--- src/rtl/operand_select_pipe_if.sv ---
// rtl/operand_select_pipe_if.sv - upstream/downstream signal bundle for the operand select stage
interface operand_select_pipe_if #(
    parameter int WIDTH  = 32,
    parameter int NUM_IN = 4,
    parameter int SEL_W  = 2,
    parameter int CNT_W  = 8
);
    logic [NUM_IN*WIDTH-1:0] in_bus;
    logic [SEL_W-1:0]        sel;
    logic                    in_valid;
    logic                    in_ready;
    logic                    flush;
    logic [WIDTH-1:0]        out_data;
    logic [SEL_W-1:0]        out_sel;
    logic                    out_illegal;
    logic                    out_valid;
    logic                    out_ready;
    logic [CNT_W-1:0]        illegal_cnt;

    modport master (
        output in_bus, sel, in_valid, flush, out_ready,
        input  in_ready, out_data, out_sel, out_illegal, out_valid, illegal_cnt
    );

    modport slave (
        input  in_bus, sel, in_valid, flush, out_ready,
        output in_ready, out_data, out_sel, out_illegal, out_valid, illegal_cnt
    );
endinterface

--- src/rtl/operand_select_pipe.sv ---
// rtl/operand_select_pipe.sv - registered N-way operand select with 2-entry skid buffer
module operand_select_pipe #(
    parameter int               WIDTH       = 32,
    parameter int               NUM_IN      = 4,
    parameter int               SEL_W       = 2,
    parameter logic [WIDTH-1:0] DEFAULT_VAL = '0,
    parameter int               CNT_W       = 8
) (
    input logic                  clk,
    input logic                  rst_n,
    operand_select_pipe_if.slave bus
);
    typedef struct packed {
        logic [WIDTH-1:0] data;
        logic [SEL_W-1:0] sel;
        logic             illegal;
    } entry_t;

    entry_t           main_q;
    entry_t           skid_q;
    entry_t           new_entry;
    logic             main_valid;
    logic             skid_valid;
    logic             accept;
    logic             sel_illegal;
    logic [WIDTH-1:0] mux_data;
    logic [CNT_W-1:0] cnt_q;

    always_comb begin
        mux_data = DEFAULT_VAL;
        for (int k = 0; k < NUM_IN; k++) begin
            if (bus.sel == SEL_W'(k)) begin
                mux_data = bus.in_bus[k*WIDTH +: WIDTH];
            end
        end
    end

    assign sel_illegal = (int'(bus.sel) >= NUM_IN);
    assign new_entry   = '{data: mux_data, sel: bus.sel, illegal: sel_illegal};
    assign accept      = bus.in_valid && bus.in_ready;

    // in_ready depends only on the skid flop, so out_ready never reaches it combinationally
    assign bus.in_ready    = !skid_valid;
    assign bus.out_valid   = main_valid;
    assign bus.out_data    = main_q.data;
    assign bus.out_sel     = main_q.sel;
    assign bus.out_illegal = main_q.illegal;
    assign bus.illegal_cnt = cnt_q;

    always_ff @(posedge clk) begin
        if (!rst_n) begin
            main_q     <= '0;
            skid_q     <= '0;
            main_valid <= 1'b0;
            skid_valid <= 1'b0;
            cnt_q      <= '0;
        end else begin
            // counted at accept even when a flush discards the entry
            if (accept && sel_illegal && (cnt_q != {CNT_W{1'b1}})) begin
                cnt_q <= cnt_q + CNT_W'(1);
            end

            if (bus.flush) begin
                main_valid <= 1'b0;
                skid_valid <= 1'b0;
            end else if (!main_valid || bus.out_ready) begin
                if (skid_valid) begin
                    main_q     <= skid_q;
                    main_valid <= 1'b1;
                    skid_valid <= accept;
                    if (accept) begin
                        skid_q <= new_entry;
                    end
                end else begin
                    main_valid <= accept;
                    if (accept) begin
                        main_q <= new_entry;
                    end
                end
            end else if (accept) begin
                skid_q     <= new_entry;
                skid_valid <= 1'b1;
            end
        end
    end
endmodule

--- src/flat_wrapper.sv ---
// flat-port wrapper written by rule: the top's interface ports become plain ports
module operand_select_pipe_flat 
#(
    parameter int               WIDTH       = 32,
    parameter int               NUM_IN      = 4,
    parameter int               SEL_W       = 2,
    parameter logic [WIDTH-1:0] DEFAULT_VAL = '0,
    parameter int               CNT_W       = 8
)
  (clk, rst_n, bus_in_bus, bus_sel, bus_in_valid, bus_flush, bus_out_ready, bus_in_ready, bus_out_data, bus_out_sel, bus_out_illegal, bus_out_valid, bus_illegal_cnt);
  operand_select_pipe_if #(.WIDTH(WIDTH), .NUM_IN(NUM_IN), .SEL_W(SEL_W), .CNT_W(CNT_W)) bus_i ();
  input logic clk;
  input logic rst_n;
  input wire logic [$bits(bus_i.in_bus)-1:0] bus_in_bus;
  input wire logic [$bits(bus_i.sel)-1:0] bus_sel;
  input wire logic [$bits(bus_i.in_valid)-1:0] bus_in_valid;
  input wire logic [$bits(bus_i.flush)-1:0] bus_flush;
  input wire logic [$bits(bus_i.out_ready)-1:0] bus_out_ready;
  output wire logic [$bits(bus_i.in_ready)-1:0] bus_in_ready;
  output wire logic [$bits(bus_i.out_data)-1:0] bus_out_data;
  output wire logic [$bits(bus_i.out_sel)-1:0] bus_out_sel;
  output wire logic [$bits(bus_i.out_illegal)-1:0] bus_out_illegal;
  output wire logic [$bits(bus_i.out_valid)-1:0] bus_out_valid;
  output wire logic [$bits(bus_i.illegal_cnt)-1:0] bus_illegal_cnt;
  assign bus_i.in_bus = bus_in_bus;
  assign bus_i.sel = bus_sel;
  assign bus_i.in_valid = bus_in_valid;
  assign bus_i.flush = bus_flush;
  assign bus_i.out_ready = bus_out_ready;
  assign bus_in_ready = bus_i.in_ready;
  assign bus_out_data = bus_i.out_data;
  assign bus_out_sel = bus_i.out_sel;
  assign bus_out_illegal = bus_i.out_illegal;
  assign bus_out_valid = bus_i.out_valid;
  assign bus_illegal_cnt = bus_i.illegal_cnt;
  operand_select_pipe #(.WIDTH(WIDTH), .NUM_IN(NUM_IN), .SEL_W(SEL_W), .DEFAULT_VAL(DEFAULT_VAL), .CNT_W(CNT_W)) u_core (.clk(clk), .rst_n(rst_n), .bus(bus_i));
endmodule
--- config.mk ---
export PLATFORM = sky130hd
export DESIGN_NAME = operand_select_pipe_flat
export DESIGN_NICKNAME = d
export VERILOG_FILES = /design/src/rtl/operand_select_pipe_if.sv /design/src/rtl/operand_select_pipe.sv /design/src/flat_wrapper.sv
export SDC_FILE = /design/constraint.sdc
export NUM_CORES = 1
export LEC_CHECK = 0
export BUFFER_PORTS_ARGS = -buffer_cell sky130_fd_sc_hd__buf_4
export CORE_ASPECT_RATIO = 0.5
export CORE_MARGIN = 2
export CORE_UTILIZATION = 30
export CTS_CLUSTER_DIAMETER = 100
export DETAILED_ROUTE_END_ITERATION = 10
export SLEW_MARGIN = 10
export SYNTH_ARGS = -nofsm -noshare
export SYNTH_HDL_FRONTEND = slang
export SYNTH_SLANG_ARGS = --single-unit
--- constraint.sdc ---
create_clock -name clk -period 1.4 [get_ports clk]
set_input_delay 0.28 -clock clk [delete_from_list [all_inputs] [get_ports clk]]
set_output_delay 0.28 -clock clk [all_outputs]
set_load 0.05 [all_outputs]
### Yosys cells after proc, flatten, opt, wreduce, memory -nomap -nowiden

Index checks and enable logic that the tools add are counted.

* register bits after elaboration: 72
* output and inout bits: 45

* reduce and logical (&&, ||, !) cells: 10
* bitwise logic cells: 2
* equal/unequal tests: 4
* mux-type cells: 13

Operators with widths (count)
* 2-to-1 mux 35 bit: 5
* 2-to-1 mux 32 bit: 4
* == test 2 bit (second input constant): 2
* 2-to-1 mux 1 bit: 4
* nonzero test 2 bit: 2
* AND reduction 3 bit: 1
* == test 2 x 1 -> 1 bit (second input constant): 1
* logical NOT 1 bit: 2
* logical NOT 2 bit: 1
* inequality test 2 x 1 -> 1 bit (second input constant): 1
* NOT 1 bit: 2
* AND reduction 2 bit: 1
* OR reduction 2 bit: 1
* logical AND 1 bit: 1
* logical OR 1 bit: 1

### Longest topological paths before layout

* depth after elaboration: 8
* depth in mapped cells: 6
* mapped depth without buffers: 3

### Worst setup path before layout

No wires, ideal clock.

* path kind: register to register
* from: register u_core.main_valid, in the netlist u_core.bus.out_valid
* to: register u_core.main_q, in the netlist u_core.bus.out_data[12]
* path buffers: 3
* slack: -0.204 ns
* data arrival time: 1.516 ns
* stages on the path, launching flop included: 7
* setup time: 0.089 ns
* cell sequence: dfxtp_1 -> nand2b_1 -> buf_2 -> and3_1 -> buf_6 -> buf_6 -> a311oi_2

* longest elaborated chain between the ends: 3

Ends and longest elaborated chain
* start: declaration: RTL line operand_select_pipe.sv:22 `logic main_valid;`
* start signal: assignment: RTL line operand_select_pipe.sv:75 `main_valid <= accept;`
* logical NOT 1 bit: RTL line operand_select_pipe.sv:66 `end else if (!main_valid || bus.out_ready) begin`
* logical OR 1 bit: RTL line operand_select_pipe.sv:66
* AND reduction 3 bit (no line)
* end signal: assignment: RTL line operand_select_pipe.sv:68 `main_q <= skid_q;`
* end signal: assignment: RTL line operand_select_pipe.sv:77 `main_q <= new_entry;`
* end: declaration: RTL line operand_select_pipe.sv:19 `entry_t main_q;`

No other way between the ends.
A chain may end at the register's enable or synchronous reset.

### Worst setup path after layout

* from: register u_core.skid_valid
* to: output bus_in_ready

* longest elaborated chain between the ends: 1

Ends and longest elaborated chain
* start: declaration: RTL line operand_select_pipe.sv:23 `logic skid_valid;`
* start signal: assignment: RTL line operand_select_pipe.sv:70 `skid_valid <= accept;`
* logical NOT 1 bit: RTL line operand_select_pipe.sv:43 `assign bus.in_ready = !skid_valid;`
* end: declaration: RTL line flat_wrapper.sv:19 `output wire logic [$bits(bus_i.in_ready)-1:0] bus_in_ready;`

No other way between the ends.

==> reports/metrics.cfg <==
[status]
status=completed

[worst_setup_path]
worstPathMaxFanout=5
worstPathCellList=buf_6, inv_2, buf_6, buf_8
required_ps=1120
start_kind=register
crit_slowest_cell=dfxtp_2
r2r_cells=4
cp_num_buf_inv=4
critPathCaptureType=output port
r2r-end=u_core.bus.out_data[17]
r2r_slack_ps=60
path_delay_family=buffers and inverters
r2r-start=u_core.skid_valid
worst-endpoint-arrival_ps=1080
slowest_delay_ps=360
startpoint=u_core.skid_valid
cp.depth=4
crit_type=register to output port
worst_path_most_repeated_cell=buf_6

[timing]
timing.final.ws_setup_ps=42.5
min_period_ps=1360
maxSlewViolCount=0
fin_setup_tns_ps=0
fin_skew_ps=4.18
holdWs_ps=272
max_freq_ghz=0.737
rsz0062_at_grt=no
final_hold_viol_count=0
min_period_over_period=0.970
setup_viol=0

[synth]
syn_inst=338
yosys_warnings=0
synth_edf_count=0
synth.cell_area_sq_um=3790
netlist_top_cells_area=dfxtp_1 37%, mux4_2 19%, a311oi_2 11%
synth_top_area_share=0.369
synth_area_per_cell_sq_um=11.2
yosys.area.top_type=dfxtp_1
yosysSeqAreaShare=0.369
ys_types=29
async_flop_share=0
synth_ff_type=dfxtp_1
ys_seq_elements=70

[grt]
grt_max_degree=35
antenna_found_initial=0
grt_pass1_vias=3727
grt_pass1_wl_mm=19.3
grtUsageTotal=0.180
overflow=0

[place]
port_buffers=170
dp_hpwl_mm=8.81
dp_cells=661
gp_congestion=0.749
dpl_cell_area_sq_um=5290
place_ws_ps=-85.0

[finish]
layout-drive-gt1-share=0.555
design_area_sq_um=5610
n_antenna_cell=0
stdcell_count=677
layout_commonest_cell=buf_4
nets=643
area.growth.synth_to_final_pct=47.9
final_cell_mix=190 x buf_4, 68 x dfxtp_1, 64 x nand2_1, 34 x a31oi_1

[pwr]
ir_drop_uv=510
p_leak_uw=0.00233
p_per_area_nw_per_um2=1020

[routing]
drt_iter0_drc=210
first_pass_iters=4
ant_nets=0
viasPerCell=5.16
wl_per_cell_um=17.8
routed_wl_mm=12.1
drc=0
vias=3492

[min_path]
hold_depth=3
min_to=u_core.bus.out_valid
min-delay-start=bus_in_valid
worstHoldPathType=primary input to register

[cts]
cts_tree=yes
clock_sinks=70
h-tree-depth=3
clkLatencyLatePin_ps=330
cts_root_buffer=clkbuf_16
cts_buffers=9
clkTransAtPathRegs_ps=50
cts.path.max_buffers=2
ctsHoldBuffers=0

[floorplan]
io_pins=180
dieHeight_um=83.5
die-area_sq_um=13600
rows=28
die_x_um=163
core_sq_um=12100
initial_core_util=0.314

[job]
max_cap_viol_count=0

[through the flow]
step / total power, uW / utilization
after floorplan: 3040 / -
after global placement: 3550 / 0.438
after detailed placement: 3570 / 0.438
after CTS: 5740 / 0.464
after global routing: 5920 / 0.464
final: 5720 / 0.464
[synthesized netlist by cell type (4+ instances only)]
library cell	number
a311oi_2	28
buf_2	8
a31oi_1	34
a311oi_1	4
clkbuf_1	14
dfxtp_1	70
a22o_1	32
buf_1	5
mux4_2	32
nand2_1	64
buf_6	7
buf_4	13
[cells by family (layout without fill, tap and decap cells)]
logic type	Yosys count	count (layout)	synth area share
compound gates	106	106	0.265
simple gates	75	75	0.0821
flops	70	70	0.369
buf+inv	52	218	0.0867
mux	34	34	0.195
other cells	1	9	0.000988
[layer usage]
layer / wire length [um] / GRT usage
met5: 0 / 0
met4: 127 / 0.0475
met3: 664 / 0.0397
met2: 6080 / 0.313
met1: 5180 / 0.228
[final cells by class]
cell class	instances	area (sq um)
clock buffers	15	288
fillers	1153	6480
inverters	3	11.3
multi-input cells	224	2100
flip-flops and latches	70	1410
well taps	165	206
repair buffers	200	1600
[report_power, final]
group          switching, uW  internal (uW)
combinational            744            660
clock                    810           1390
sequential              44.1           2070
total                   1600           4120
[what timing repair did]
| action | in CTS | in global routing |
|---|---|---|
| endpoints found under the setup margin | 3 | 34 |
| buffers inserted | 2 | 0 |
| resized for setup | 5 | 3 |
[worst max-delay path by stage]
stage	endpoint	slack [ps]
after global placement	u_core.skid_q[4]	-60
after floorplan	u_core.bus.out_data[12]	10
after detailed placement	u_core.skid_q[33]	-90
after global routing	bus_in_ready	10
final	bus_in_ready	40
after CTS	bus_in_ready	2
[sequential cells by signal, summed over array words and instances, names as in the netlist]
register	cells
u_core.bus.out_data	32
u_core.bus.out_sel	2
u_core.bus.out_valid	1
u_core.skid_q	34
u_core.skid_valid	1
[worst register-to-register path, stage by stage, from the launching register on]
cell      delay [ps]
dfxtp_2          340
or2_1            250
and3_2           240
buf_4            200
a311oi_2         220
Note: power is estimated with default switching activity, not from simulation.
